### config.mk
export PLATFORM = sky130hd
export DESIGN_NAME = parking_slot_manager_flat
export DESIGN_NICKNAME = d
export VERILOG_FILES = /design/src/rtl/parking_slot_manager_if.sv /design/src/rtl/parking_slot_manager.sv /design/src/flat_wrapper.sv
export SDC_FILE = /design/constraint.sdc
export NUM_CORES = 1
export LEC_CHECK = 0
export BUFFER_PORTS_ARGS = -buffer_cell sky130_fd_sc_hd__buf_2
export CAP_MARGIN = 5
export CORE_MARGIN = 1
export CORE_UTILIZATION = 62
export CTS_CLUSTER_SIZE = 10
export DETAILED_ROUTE_END_ITERATION = 10
export HOLD_SLACK_MARGIN = 0.06
export PLACE_DENSITY = 0.87
export SLEW_MARGIN = 20
export SYNTH_ARGS = -nofsm -noshare
export SYNTH_HDL_FRONTEND = slang
export SYNTH_SLANG_ARGS = --single-unit
### constraint.sdc
create_clock -name clk -period 5 [get_ports clk]
set_input_delay 0 -clock clk [delete_from_list [all_inputs] [get_ports clk]]
set_output_delay 0 -clock clk [all_outputs]
set_load 0.05 [all_outputs]
### src/rtl/parking_slot_manager_if.sv
// Gate-request and status bundle between the gate logic and parking_slot_manager.
interface parking_slot_manager_if #(
    parameter int unsigned NUM_SLOTS = 8,
    parameter int unsigned TIME_W    = 32,
    parameter int unsigned FEE_W     = 32
);
    localparam int unsigned ID_W  = $clog2(NUM_SLOTS);
    localparam int unsigned CNT_W = $clog2(NUM_SLOTS + 1);

    logic              entry_req;
    logic              exit_req;
    logic [ID_W-1:0]   exit_id;
    logic              busy;
    logic              entry_ack;
    logic [ID_W-1:0]   entry_id;
    logic              entry_reject;
    logic              exit_reject;
    logic              fee_valid;
    logic [FEE_W-1:0]  fee;
    logic [CNT_W-1:0]  car_count;
    logic              full;
    logic              empty;
    logic [TIME_W-1:0] cur_time;

    modport master (
        output entry_req, exit_req, exit_id,
        input  busy, entry_ack, entry_id, entry_reject, exit_reject,
               fee_valid, fee, car_count, full, empty, cur_time
    );

    modport slave (
        input  entry_req, exit_req, exit_id,
        output busy, entry_ack, entry_id, entry_reject, exit_reject,
               fee_valid, fee, car_count, full, empty, cur_time
    );
endinterface

### src/rtl/parking_slot_manager.sv
// Parking lot bay manager: lowest-free allocation, per-bay entry timestamps,
// occupancy count, prescaled time base and a pipelined saturating fee.
module parking_slot_manager #(
    parameter int unsigned NUM_SLOTS = 8,
    parameter int unsigned TIME_W    = 32,
    parameter int unsigned TICK_DIV  = 12_500_000,
    parameter int unsigned RATE      = 1,
    parameter int unsigned FEE_W     = 32
) (
    input logic                   clk,
    input logic                   rst,
    parking_slot_manager_if.slave bus
);
    localparam int unsigned ID_W   = $clog2(NUM_SLOTS);
    localparam int unsigned CNT_W  = $clog2(NUM_SLOTS + 1);
    localparam int unsigned PRE_W  = (TICK_DIV > 1) ? $clog2(TICK_DIV) : 1;
    localparam int unsigned PROD_W = TIME_W + 32;

    typedef enum logic [2:0] {
        S_IDLE,
        S_ENT,
        S_XCHK,
        S_XSUB,
        S_XMUL
    } state_t;

    state_t              state_q, state_d;
    logic [NUM_SLOTS-1:0] occ;
    logic [TIME_W-1:0]   stamp [NUM_SLOTS];
    logic [PRE_W-1:0]    presc;
    logic [TIME_W-1:0]   cur_time;
    logic [TIME_W-1:0]   t_exit;
    logic [TIME_W-1:0]   dur;
    logic [ID_W-1:0]     xid;
    logic [ID_W-1:0]     entry_id;
    logic [ID_W-1:0]     free_idx;
    logic                free_any;
    logic                x_ok;
    logic                tick;
    logic                full;
    logic [CNT_W-1:0]    car_count;
    logic [FEE_W-1:0]    fee;
    logic [FEE_W-1:0]    fee_sat;
    logic [PROD_W-1:0]   prod;
    logic                entry_ack;
    logic                entry_reject;
    logic                exit_reject;
    logic                fee_valid;

    assign tick = (presc == PRE_W'(TICK_DIV - 1));
    assign full = (car_count == CNT_W'(NUM_SLOTS));
    assign x_ok = (32'(xid) < NUM_SLOTS) && occ[xid];
    assign prod = PROD_W'(dur) * PROD_W'(RATE);

    assign bus.busy         = (state_q != S_IDLE);
    assign bus.entry_ack    = entry_ack;
    assign bus.entry_id     = entry_id;
    assign bus.entry_reject = entry_reject;
    assign bus.exit_reject  = exit_reject;
    assign bus.fee_valid    = fee_valid;
    assign bus.fee          = fee;
    assign bus.car_count    = car_count;
    assign bus.full         = full;
    assign bus.empty        = (car_count == '0);
    assign bus.cur_time     = cur_time;

    // Lowest-index free bay search.
    always_comb begin
        free_idx = '0;
        free_any = 1'b0;
        for (int unsigned i = 0; i < NUM_SLOTS; i++) begin
            if (!occ[i] && !free_any) begin
                free_idx = ID_W'(i);
                free_any = 1'b1;
            end
        end
    end

    // Fee saturation: any product bit above FEE_W clamps to all-ones.
    always_comb begin
        fee_sat = FEE_W'(prod);
        if (|(prod >> FEE_W)) begin
            fee_sat = '1;
        end
    end

    // State register.
    always_ff @(posedge clk) begin
        if (rst) begin
            state_q <= S_IDLE;
        end else begin
            state_q <= state_d;
        end
    end

    // Next-state logic; requests are only looked at in IDLE, exit beats entry.
    always_comb begin
        state_d = state_q;
        case (state_q)
            S_IDLE: begin
                if (bus.exit_req) begin
                    state_d = S_XCHK;
                end else if (bus.entry_req) begin
                    state_d = S_ENT;
                end
            end
            S_ENT:  state_d = S_IDLE;
            S_XCHK: state_d = x_ok ? S_XSUB : S_IDLE;
            S_XSUB: state_d = S_XMUL;
            S_XMUL: state_d = S_IDLE;
            default: state_d = S_IDLE;
        endcase
    end

    // Time base, bay bookkeeping, fee pipeline and registered response pulses.
    always_ff @(posedge clk) begin
        if (rst) begin
            presc        <= '0;
            cur_time     <= '0;
            occ          <= '0;
            for (int unsigned i = 0; i < NUM_SLOTS; i++) begin
                stamp[i] <= '0;
            end
            xid          <= '0;
            t_exit       <= '0;
            dur          <= '0;
            entry_id     <= '0;
            car_count    <= '0;
            fee          <= '0;
            entry_ack    <= 1'b0;
            entry_reject <= 1'b0;
            exit_reject  <= 1'b0;
            fee_valid    <= 1'b0;
        end else begin
            if (tick) begin
                presc    <= '0;
                cur_time <= cur_time + TIME_W'(1);
            end else begin
                presc <= presc + PRE_W'(1);
            end

            entry_ack    <= 1'b0;
            entry_reject <= 1'b0;
            exit_reject  <= 1'b0;
            fee_valid    <= 1'b0;

            case (state_q)
                S_IDLE: begin
                    if (bus.exit_req) begin
                        xid <= bus.exit_id;
                    end
                end
                S_ENT: begin
                    if (full) begin
                        entry_reject <= 1'b1;
                    end else begin
                        occ[free_idx]   <= 1'b1;
                        stamp[free_idx] <= cur_time;
                        entry_id        <= free_idx;
                        entry_ack       <= 1'b1;
                        car_count       <= car_count + CNT_W'(1);
                    end
                end
                S_XCHK: begin
                    if (!x_ok) begin
                        exit_reject <= 1'b1;
                    end else begin
                        t_exit <= cur_time;
                    end
                end
                S_XSUB: begin
                    dur <= t_exit - stamp[xid];
                end
                S_XMUL: begin
                    fee       <= fee_sat;
                    fee_valid <= 1'b1;
                    occ[xid]  <= 1'b0;
                    car_count <= car_count - CNT_W'(1);
                end
                default: ;
            endcase
        end
    end
endmodule
### src/flat_wrapper.sv
// flat-port wrapper written by rule: the top's interface ports become plain ports
module parking_slot_manager_flat 
#(
    parameter int unsigned NUM_SLOTS = 8,
    parameter int unsigned TIME_W    = 32,
    parameter int unsigned TICK_DIV  = 12_500_000,
    parameter int unsigned RATE      = 1,
    parameter int unsigned FEE_W     = 32
)
  (clk, rst, bus_entry_req, bus_exit_req, bus_exit_id, bus_busy, bus_entry_ack, bus_entry_id, bus_entry_reject, bus_exit_reject, bus_fee_valid, bus_fee, bus_car_count, bus_full, bus_empty, bus_cur_time);
  parking_slot_manager_if #(.NUM_SLOTS(NUM_SLOTS), .TIME_W(TIME_W), .FEE_W(FEE_W)) bus_i ();
  input logic clk;
  input logic rst;
  input wire logic [$bits(bus_i.entry_req)-1:0] bus_entry_req;
  input wire logic [$bits(bus_i.exit_req)-1:0] bus_exit_req;
  input wire logic [$bits(bus_i.exit_id)-1:0] bus_exit_id;
  output wire logic [$bits(bus_i.busy)-1:0] bus_busy;
  output wire logic [$bits(bus_i.entry_ack)-1:0] bus_entry_ack;
  output wire logic [$bits(bus_i.entry_id)-1:0] bus_entry_id;
  output wire logic [$bits(bus_i.entry_reject)-1:0] bus_entry_reject;
  output wire logic [$bits(bus_i.exit_reject)-1:0] bus_exit_reject;
  output wire logic [$bits(bus_i.fee_valid)-1:0] bus_fee_valid;
  output wire logic [$bits(bus_i.fee)-1:0] bus_fee;
  output wire logic [$bits(bus_i.car_count)-1:0] bus_car_count;
  output wire logic [$bits(bus_i.full)-1:0] bus_full;
  output wire logic [$bits(bus_i.empty)-1:0] bus_empty;
  output wire logic [$bits(bus_i.cur_time)-1:0] bus_cur_time;
  assign bus_i.entry_req = bus_entry_req;
  assign bus_i.exit_req = bus_exit_req;
  assign bus_i.exit_id = bus_exit_id;
  assign bus_busy = bus_i.busy;
  assign bus_entry_ack = bus_i.entry_ack;
  assign bus_entry_id = bus_i.entry_id;
  assign bus_entry_reject = bus_i.entry_reject;
  assign bus_exit_reject = bus_i.exit_reject;
  assign bus_fee_valid = bus_i.fee_valid;
  assign bus_fee = bus_i.fee;
  assign bus_car_count = bus_i.car_count;
  assign bus_full = bus_i.full;
  assign bus_empty = bus_i.empty;
  assign bus_cur_time = bus_i.cur_time;
  parking_slot_manager #(.NUM_SLOTS(NUM_SLOTS), .TIME_W(TIME_W), .TICK_DIV(TICK_DIV), .RATE(RATE), .FEE_W(FEE_W)) u_core (.clk(clk), .rst(rst), .bus(bus_i));
endmodule
[Word level (Yosys, flattened, before mapping)]
Memory sizes are Yosys's and may differ from the RTL's. A register that Yosys moved wholly into a read port is not among the register bits.
Cells that the tools add are included.
Cells by class
  $lt $le $gt $ge: 4
  reductions and logical operators: 34
  bitwise gates (word level): 6
  mux-type cells: 42
  equality and inequality tests: 8
  add/sub/neg operators: 5
Operators by type and width (number)
  3-bit 2-to-1 mux: 11
  32-bit by 1-bit adder with 32-bit output, second input constant: 1
  32-bit 2-to-1 mux: 1
  32-bit OR reduction: 1
  32-bit subtractor: 1
  24-bit by 1-bit adder with 24-bit output, second input constant: 1
  24-bit equality test, second input constant: 1
  1-bit 2-to-1 mux: 21
  8-bit one-hot mux with 2 select lines: 1
  1-bit logical NOT: 13
  1-bit logical AND: 9
  3-bit one-hot mux with 3 select lines: 1
  8-bit AND: 1
  3-bit by 4-bit < comparator with 1-bit output, second input constant: 2
  8-bit 2-to-1 mux: 1
  8-bit NOT: 1
  8-bit OR: 1
  4-bit one-hot mux with 2 select lines: 1
  2-bit AND reduction: 4
  1-bit demux with 3-bit select: 2
  3-bit by 2-bit equality test with 1-bit output, second input constant: 2
  3-bit by 1-bit >= comparator with 1-bit output, second input constant: 2
  2-bit OR reduction: 3
  4-bit by 1-bit adder with 4-bit output, second input constant: 1
  other kinds (14): 16
Word-level totals
  output and inout bits: 78
  word-level logic and storage cells: 114
  register bits: 177
  memories kept: 1
  memory bits (writable): 256
Memories
  u_core.stamp: words 8, width 32, read ports 1, clocked after memory_dff 1, write ports 8, RTL line parking_slot_manager.sv:29  | logic [TIME_W-1:0] stamp [NUM_SLOTS];

[Logic depth before layout (Yosys ltp)]
  word-level depth: 28
  mapped depth: 15

[Least setup slack after synthesis]
No wires, ideal clock.
  kind: register to register
  start point: register u_core.car_count[1] (netlist: u_core.bus.car_count[1])
  end point: memory u_core.stamp[6][0], enable pin
  buffers on the path: 2
  setup time: 0.466 ns
  required time: 4.534 ns
  arrival: 4.212 ns
  clock period less this slack: 4.677 ns
  path slack: 0.323 ns
  stages on the path, launching flop included: 9
  cells stage by stage: dfxtp_1 -> nor3_1 -> nand2_1 -> inv_1 -> nor2_2 -> nand2_1 -> buf_2 -> buf_1 -> o21ai_0
RTL lines
  start, declared: RTL line parking_slot_manager.sv:41  | logic [CNT_W-1:0] car_count;
  start signal, assigned: RTL line parking_slot_manager.sv:161  | car_count <= car_count + CNT_W'(1);
  start signal, assigned: RTL line parking_slot_manager.sv:178  | car_count <= car_count - CNT_W'(1);
  end, declared: RTL line parking_slot_manager.sv:29

==> flow_metrics.env <==
export IMPL_status="finished, final reports clean"
export IMPL_grt_pass1_vias=14100
export IMPL_skew_ns=0.0193
export IMPL_power_total_mw=7.89
export IMPL_antennaDiodeCount=0
export IMPL_cts_buffers=50
export IMPL_die_y_um=182
export IMPL_vdd_drop_max_uv=305
export IMPL_netlist_area_mm2=0.0201
export IMPL_p_leak_nw=8.72
export IMPL_hold_path_class="in -> reg"
export IMPL_drt_initial_drc_count=1715
export IMPL_finish_utilization_pct=70.4
export IMPL_period_share_pct=81.7
export IMPL_final_nets=1838
export IMPL_yosysSeqAreaShare_pct=56.0
export IMPL_vias=14300
export IMPL_max_freq_mhz=245
export IMPL_cellInternalPower_mw=6.03
export IMPL_yosys_area_share_adder_pct=2.56
export IMPL_power_switching_mw=1.86
export IMPL_io_pins=85
export IMPL_synthMuxAreaShare_pct=10.5
export IMPL_final_max_slew_viol_count=0
export IMPL_min_period_ns=4.08
export IMPL_p_seq_share_pct=50.1
export IMPL_cp_max_fo=28
export IMPL_tightest_slew_ns=1.19
export IMPL_power_density_mw_per_mm2=352
export IMPL_endpoint_kind="flip-flop"
export IMPL_ff2ff_path_depth=13
export IMPL_ys_warn_count=0
export IMPL_hold_viol_final=0
export IMPL_synthArstFlopShare_pct=0
export IMPL_startpoint_type="flip-flop"
export IMPL_viasPerCell=6.32
export IMPL_first_pass_iters=7
export IMPL_portBuffers=84
export IMPL_synthCells=1754
export IMPL_slew_headroom_pct=20.6
export IMPL_rows=65
export IMPL_worstSetupPathType="reg -> reg"
export IMPL_dieArea_mm2=0.0332
export IMPL_wirelength_um=50700
export IMPL_setup_violations=0
export IMPL_p_clk_share_pct=42.0
export IMPL_dp_final_hpwl_um=30100
export IMPL_synth_top_cell_area_share_pct=38.2
export IMPL_max_cap_violations=0
export IMPL_core_area_mm2=0.0318
export IMPL_synth_top_family_by_area="simple AND/OR/NAND/NOR gates"
export IMPL_clock_root_buffer="clkbuf_16"
export IMPL_area_delta_synth_final_pct=11.2
export IMPL_h_tree_depth=2
export IMPL_syn_nets=1801
export IMPL_critPathRequiredTime_ns=5.47
export IMPL_grt_setup_unrepaired="false"
export IMPL_cts_sinks=436
export IMPL_tns_ns=0
export IMPL_wl_per_cell_um=22.4
export IMPL_yosys_area_share_simple_pct=18.6
export IMPL_die_x_um=182
export IMPL_antenna_left=0
export IMPL_pwr_share_comb_pct=7.8
export IMPL_gr_total_overflow=0
export IMPL_cp_arrival_ns=4.55
export IMPL_ff2ff_setup_slack_ns=0.92
export IMPL_grt_antenna_before_repair=0
export IMPL_yosysUniqueCellTypes=74
export IMPL_grt_max_degree=65
export IMPL_start_util_pct=63.4
export IMPL_synth_area_leader_cell="edfxtp_1"
export IMPL_clk_pin_slew_ns=0.06
export IMPL_synth_edf_count=256
export IMPL_critical_path_endpoint="u_core.dur[28]"
export IMPL_drive_above_1_share_pct=14.9
export IMPL_grt_pass1_wl_um=79300
export IMPL_drc=0
export IMPL_synth_compound_area_share_pct=6.70
export IMPL_avgSynthCellArea_um2=11.5
export IMPL_grtUsageTotal_pct=31.2
export IMPL_synth_ff_type="edfxtp_1"
export IMPL_ys_ff_latch=436
export IMPL_p_sw_share_pct=23.5
export IMPL_gp_congestion=0.981
export IMPL_cts_tree="built"
export IMPL_synthXorXnorAreaFrac_pct=2.61
export IMPL_insertion_delay_ns=0.58
export IMPL_clockBufferDepth=3
export IMPL_synthTopCellsByArea="edfxtp_1, dfxtp_1, mux4_2, and2_1, mux2i_1"
export IMPL_post_cts_buffers=0
export IMPL_regToRegEndpoint="u_core.dur[28]"
==> layout make-up <==
type                    count  area (µm²)
fillers                  2038        9400
multi-input cells        1161        8310
repair buffers            116         693
clock buffers              86        1420
well taps                 435         544
flip-flops and latches    436       11300
clock inverters             4        38.8
inverters                  26        97.6
==> state kept, by name (all words and copies together) (netlist names), 3 cells and up, named ones only <==
signal                flops
u_core.stamp            256
u_core.bus.cur_time      32
u_core.bus.fee           32
u_core.dur               32
u_core.t_exit            32
u_core.presc             24
u_core.occ                8
u_core.bus.car_count      4
u_core.bus.entry_id       3
u_core.state_q            3
u_core.xid                3
==> layer usage <==
| metal | up-vias | global-route usage (%) | share of wire, % |
|---|---|---|---|
| met5 | - | 0 | 0 |
| met3 | 148 | 5.73 | 9.5 |
| met1 | 6950 | 41.3 | 39 |
| met4 | 0 | 13.4 | 3.4 |
| met2 | 857 | 50.6 | 48 |
| li1 | 6354 | - | - |
==> worst min-delay path by stage <==
stage | start | to | slack, ns | cells past startpoint
global route | bus_exit_id[2] | flip-flop | 0.35 | 4
detailed placement | bus_exit_id[2] | flip-flop | 0.32 | 3
global placement | bus_exit_req | u_core.state_q[0] | 0.30 | 3
floorplan | bus_exit_id[0] | flip-flop | 0.17 | 2
CTS | bus_exit_id[2] | flip-flop | 0.29 | 4
finish | bus_exit_id[1] | flip-flop | 0.31 | 4
==> cells by family after synthesis <==
family	count (synthesis)
AND/OR/NAND/NOR	706
buffers and inverters	157
multiplexers	132
adder cells (fa/ha/maj)	40
flip-flops	436
AO/OA/AOI/OAI	223
XOR/XNOR	60
==> synth_stat cells (all sizes together) (8+ instances only) <==
cell type	count
a21oi	106
o21a	8
clkbuf	114
a21o	18
nand3	43
xnor2	27
mux4	64
edfxtp	256
and2	205
nor3	26
mux2i	66
xor2	33
nor2	139
dfxtp	180
nand4	17
or3	24
a211oi	13
and3	51
nor4	16
buf	17
inv	23
o21ai	40
nand2	149
ha	38
==> critical path, stage by stage (launching register included) <==
cell	delay [ns]
dfxtp_4	0.73
mux4_2	0.57
mux2_2	0.28
ha_1	0.21
fa_1	0.42
nor2b_1	0.13
o21a_1	0.14
o21a_1	0.17
o211ai_1	0.19
a211oi_1	0.36
o22ai_1	0.17
o31ai_1	0.32
mux2i_1	0.22
nand2_1	0.06
==> power by group through the flow <==
stage / clock [mW] / combinational, mW / sequential [mW]
after CTS: 3.33 / 0.609 / 3.95
after detailed placement: 0 / 0.599 / 4.03
final: 3.32 / 0.618 / 3.95
after global routing: 3.49 / 0.660 / 3.96
after floorplan: 0 / 0.450 / 4.00
after global placement: 0 / 0.592 / 4.02
==> through the flow <==
step                      cells  setup slack [ns]  hold WS, ns  cell area, µm²
after floorplan            1754             0.323        0.171           20100
after global placement     2167             0.973        0.304           20900
after detailed placement   2167             0.963        0.318           20900
after CTS                  2264             0.907        0.290           22400
after global routing       2264             0.647        0.352           22400
final                      2264             0.916        0.314           22400
==> cells in the final DEF (no fill, tap or decap), drive strengths merged, types with 33 or more instances in the layout <==
master,instances
edfxtp,256
a21oi,106
dfxtp,180
ha,38
clkbuf,86
and2,205
and3,51
buf,109
mux2i,66
nand3,43
o21ai,40
mux4,64
xor2,33
nor2,139
nand2,149
==> what timing repair did <==
action	4_1_cts	5_1_grt
gates resized for setup	0	0
hold buffers	7	0
hold endpoints to repair	41	0
Power figures use the tool's default switching activity.
